## src/rtl/lfsr_byte_pwm_if.sv

```systemverilog
// Valid/ready byte stream from the LFSR stage into the PWM block.
// The producer drives data/valid and the PWM block drives ready.
interface lfsr_byte_pwm_if #(
   parameter int W = 8
);
   logic [W-1:0] in_data;
   logic         in_valid;
   logic         in_ready;

   modport master (
      output in_data,
      output in_valid,
      input  in_ready
   );

   modport slave (
      input  in_data,
      input  in_valid,
      output in_ready
   );
endinterface

```

## src/rtl/lfsr_byte_pwm.sv

```systemverilog
// Turns each random byte into the duty of one PWM period.
// A one-entry pending buffer is swapped in only at the period wrap.
module lfsr_byte_pwm #(
   parameter int W   = 8,
   parameter int DIV = 1
) (
   input  logic           clk,
   input  logic           rst,
   lfsr_byte_pwm_if.slave src,
   output logic           pwm_out,
   output logic           period_end,
   output logic           underrun
);
   localparam int DW = (DIV > 1) ? $clog2(DIV) : 1;
   localparam logic [DW-1:0] DIV_LAST = DW'(DIV - 1);

   logic [DW-1:0] div_cnt;
   logic [W-1:0]  pwm_cnt;
   logic [W-1:0]  active_duty;
   logic [W-1:0]  pend;
   logic          pend_valid;
   logic          pend_valid_nxt;
   logic          in_ready_q;
   logic          tick;
   logic          wrap;
   logic          xfer;

   assign src.in_ready = in_ready_q;

   // A transfer on a wrap edge only fills pend; that wrap counts as an underrun.
   always_comb begin
      tick           = (div_cnt == DIV_LAST);
      wrap           = tick && (pwm_cnt == '1);
      xfer           = src.in_valid && in_ready_q;
      pend_valid_nxt = pend_valid;
      if (xfer) begin
         pend_valid_nxt = 1'b1;
      end else if (wrap) begin
         pend_valid_nxt = 1'b0;
      end
   end

   always_ff @(posedge clk) begin
      if (rst) begin
         div_cnt     <= '0;
         pwm_cnt     <= '0;
         active_duty <= '0;
         pend        <= '0;
         pend_valid  <= 1'b0;
         in_ready_q  <= 1'b0;
         pwm_out     <= 1'b0;
         period_end  <= 1'b0;
         underrun    <= 1'b0;
      end else begin
         div_cnt <= tick ? '0 : div_cnt + DW'(1);
         if (tick) begin
            pwm_cnt <= pwm_cnt + W'(1);
         end
         if (wrap && pend_valid) begin
            active_duty <= pend;
         end
         if (xfer) begin
            pend <= src.in_data;
         end
         pend_valid <= pend_valid_nxt;
         in_ready_q <= !pend_valid_nxt;
         period_end <= wrap;
         underrun   <= wrap && !pend_valid;
         pwm_out    <= (pwm_cnt < active_duty);
      end
   end
endmodule

```

## src/flat_wrapper.sv

```systemverilog
// flat-port wrapper written by rule: the top's interface ports become plain ports
module lfsr_byte_pwm_flat 
#(
   parameter int W   = 8,
   parameter int DIV = 1
)
  (clk, rst, pwm_out, period_end, underrun, src_in_data, src_in_valid, src_in_ready);
  lfsr_byte_pwm_if #(.W(W)) src_i ();
  input  logic clk;
  input  logic rst;
  output logic pwm_out;
  output logic period_end;
  output logic underrun;
  input wire logic [$bits(src_i.in_data)-1:0] src_in_data;
  input wire logic [$bits(src_i.in_valid)-1:0] src_in_valid;
  output wire logic [$bits(src_i.in_ready)-1:0] src_in_ready;
  assign src_i.in_data = src_in_data;
  assign src_i.in_valid = src_in_valid;
  assign src_in_ready = src_i.in_ready;
  lfsr_byte_pwm #(.W(W), .DIV(DIV)) u_core (.clk(clk), .rst(rst), .src(src_i), .pwm_out(pwm_out), .period_end(period_end), .underrun(underrun));
endmodule
```

## config.mk

```make
export PLATFORM = sky130hd
export DESIGN_NAME = lfsr_byte_pwm_flat
export DESIGN_NICKNAME = d
export VERILOG_FILES = /design/src/rtl/lfsr_byte_pwm_if.sv /design/src/rtl/lfsr_byte_pwm.sv /design/src/flat_wrapper.sv
export SDC_FILE = /design/constraint.sdc
export NUM_CORES = 1
export LEC_CHECK = 0
export CORE_MARGIN = 4
export CORE_UTILIZATION = 49
export CTS_CLUSTER_SIZE = 25
export DETAILED_ROUTE_END_ITERATION = 7
export PLACE_DENSITY = 0.73
export SYNTH_ARGS = -nofsm -noshare
export SYNTH_HDL_FRONTEND = slang
export SYNTH_SLANG_ARGS = --single-unit
export TNS_END_PERCENT = 20
```

## constraint.sdc

```tcl
create_clock -name clk -period 1.4 [get_ports clk]
set_input_delay 0.42 -clock clk [delete_from_list [all_inputs] [get_ports clk]]
set_output_delay 0.42 -clock clk [all_outputs]
set_load 0.01 [all_outputs]
```

==> impl_metrics.tcl <==
set metrics [dict create \
    synth_cell_type_count 35 \
    setup.worst_path.end_class "register" \
    finalHoldViolations 0 \
    synth_ff_type "dfxtp_1" \
    ys_seq_area_share_pct 43.05 \
    drive_gt1_share_pct 26.90 \
    ys.warnings.count 0 \
    critPathRequiredTime_ps 1640 \
    hold_class "reg -> reg" \
    synth_area_mm2 0.001395 \
    nFillCells 210 \
    grt_pass1_wl_um 4830 \
    pre_cts_ws_ps -168.7 \
    first_global_vias 1143 \
    grt_max_degree 30 \
    drcViolationCount 0 \
    grtUsageTotal_pct 18.28 \
    postRouteAntennaNets 0 \
    viasPerCell 5.351 \
    die_h_um 61.36 \
    crit_fanout 2 \
    rows 19 \
    slew_viol_final 0 \
    clock_sinks 30 \
    start_util_pct 51.03 \
    synth-edff-count 0 \
    drtPass1Iterations 4 \
    synthXorXnorAreaFrac_pct 2.511 \
    setup-violations-final 0 \
    crit_type "reg -> reg" \
    post-place-cells 193 \
    cts_buffers 5 \
    synth_top_family_by_area "simple AND/OR/NAND/NOR gates" \
    drt-initial-drc-count 16 \
    drv_cap 0 \
    yosys.area_share.adder_pct 7.175 \
    worst_setup_path_start_kind "register" \
    fmax_mhz 719.2 \
    synthMuxAreaShare_pct 8.072 \
    wire_per_inst_um 14.40 \
    worst_skew_pair.late_latency_ps 330 \
    hpwl_um 2041 \
    grt_use_met2_pct 32.63 \
    synthesis.nets 163 \
    instances_no_fill 202 \
    ys_ff_latch 30 \
    vias 1081 \
    synth_cells 144 \
    met3_usage_pct 6.918 \
    antenna_found_initial 0 \
    top_usage_layer "met2" \
    synth_compound_area_share_pct 7.534 \
    die-area_mm2 0.003765 \
    antenna_cells 0 \
    finalWorstSetupSlack_ps 9.548 \
    port_buffers 14 \
    avgSynthCellArea_um2 9.688 \
    cts_tree "done" \
    clockBufferDepth 2 \
    period_share_pct 99.32 \
    drt_wl_total_um 2908 \
    nets 189 \
    vdd_drop_max_mv 0.7954 \
    cp_data_arrival_time_ps 1630 \
    status "complete, no violations" \
    grt.met1_usage_pct 18.32 \
    fin_crit_ps 1390 \
    power.density_mw_per_mm2 901.3 \
    fp.dieW_um 61.36 \
    clockRootBuffer "clkbuf_4" \
    rsz0062_at_grt "true" \
    clk_pin_slew_worst_paths_ps 100 \
    htree_levels 2 \
    overflow 0 \
    gp_congestion 0.7609 \
    synthArstFlopShare_pct 0 \
    core_mm2 0.002734 \
    power.leakage_nw 0.6948 \
    synthSimpleGateAreaFrac_pct 26.73 \
    skew_ps 5.901 \
    pin_count 15 \
    syn_to_final_growth_pct 27.35 \
]
[state kept, by name, summed over array words and instances, names as in the netlist]
register,count
u_core.period_end,1
u_core.pend_valid,1
u_core.pwm_cnt,8
u_core.underrun,1
u_core.pend,8
u_core.active_duty,8
u_core.src.in_ready,1
u_core.pwm_out,1
u_core.div_cnt,1
[critical path, stage by stage, from the launching register on]
cell,delay (ps)
dfxtp_2,340
inv_1,60
ha_4,250
a211oi_2,210
o21ai_2,100
a2111oi_2,340
[cells in the mapped netlist, types with 2 or more instances]
library cell | n | area share, %
xnor2_1 | 2 | 1.3
inv_1 | 8 | 2.2
or2b_2 | 11 | 6.9
or2b_1 | 5 | 2.7
nand3_1 | 10 | 3.6
nor2_1 | 8 | 2.2
dfxtp_1 | 30 | 43
ha_1 | 8 | 7.2
nand2_1 | 10 | 2.7
clkbuf_1 | 3 | 0.81
mux2_1 | 2 | 1.6
xor2_1 | 2 | 1.3
a21oi_1 | 11 | 3.9
nor2b_1 | 4 | 1.8
mux2i_1 | 9 | 6.5
o21ai_0 | 2 | 0.72
[repair_timing]
| action | CTS | global route |
|---|---|---|
| buffers inserted | 0 | 1 |
| gates resized for setup | 8 | 15 |
| hold buffers | 0 | 0 |
| endpoints found under the setup margin | 14 | 11 |
| hold endpoints to repair | 0 | 0 |
| pin swaps | 1 | 7 |
[report_power, final]
| part | internal (mW) | switching (mW) |
|---|---|---|
| Sequential | 0.879 | 0.0190 |
| Combinational | 0.0865 | 0.0731 |
| Clock | 0.243 | 0.301 |
[cell families after synthesis]
kind of cell,after synthesis
compound gates,18
fa+ha+maj,8
mux,11
other cells,1
flops,30
buf+inv,14
simple gates,58
xor+xnor,4
[final timing paths]
kind	start	to	slack, ps	cells past startpoint
setup reg to reg	u_core.active_duty[3]	u_core.pwm_out	10	5
hold reg to reg	u_core.pend_valid	u_core.underrun	440	1
hold / removal	u_core.pend_valid	u_core.underrun	440	1
setup / recovery	u_core.active_duty[3]	u_core.pwm_out	10	5
[cell usage in the layout (no fill, tap or decap), types with 3 or more instances in the layout]
cell / count
or2b_1: 5
buf_4: 9
dlygate4sd2_1: 3
mux2i_1: 8
nand3_1: 10
clkdlybuf4s50_1: 10
or2b_2: 11
inv_1: 7
dfxtp_2: 4
nor2b_1: 4
nand2_1: 10
ha_4: 3
dfxtp_1: 25
clkbuf_4: 5
ha_1: 5
a21oi_1: 11
nor2_1: 8
[cell type report]
cell class | count | area, µm² | share of cell area [%]
repair buffers | 25 | 239.0 | 13.45
clock inverters | 1 | 5.005 | 0.2817
multi-input cells | 100 | 799.5 | 45.00
inverters | 8 | 30.03 | 1.690
flip-flops and latches | 30 | 609.3 | 34.30
clock buffers | 7 | 55.05 | 3.099
well taps | 31 | 38.79 | 2.183
[routing by layer]
metal,vias to the layer above,wire [µm]
met1,515,1146
met5,-,0
met2,19,1569
met4,0,75
met3,6,116
li1,541,-
[metrics by stage]
| stage | power (mW) | util [%] | hold slack [ps] | TNS [ps] | instance area [µm²] |
|---|---|---|---|---|---|
| after floorplan | 0.9908 | - | 411.5 | -31.50 | 1396 |
| after global placement | 1.055 | 60.00 | 428.2 | -1656 | 1640 |
| after detailed placement | 1.065 | 60.00 | 429.8 | -2278 | 1640 |
| after CTS | 1.596 | 62.79 | 445.4 | -93.94 | 1717 |
| after global routing | 1.680 | 64.99 | 476.8 | -253.9 | 1777 |
| final | 1.601 | 64.99 | 440.7 | 0 | 1777 |
Power figures use the tool's default switching activity.
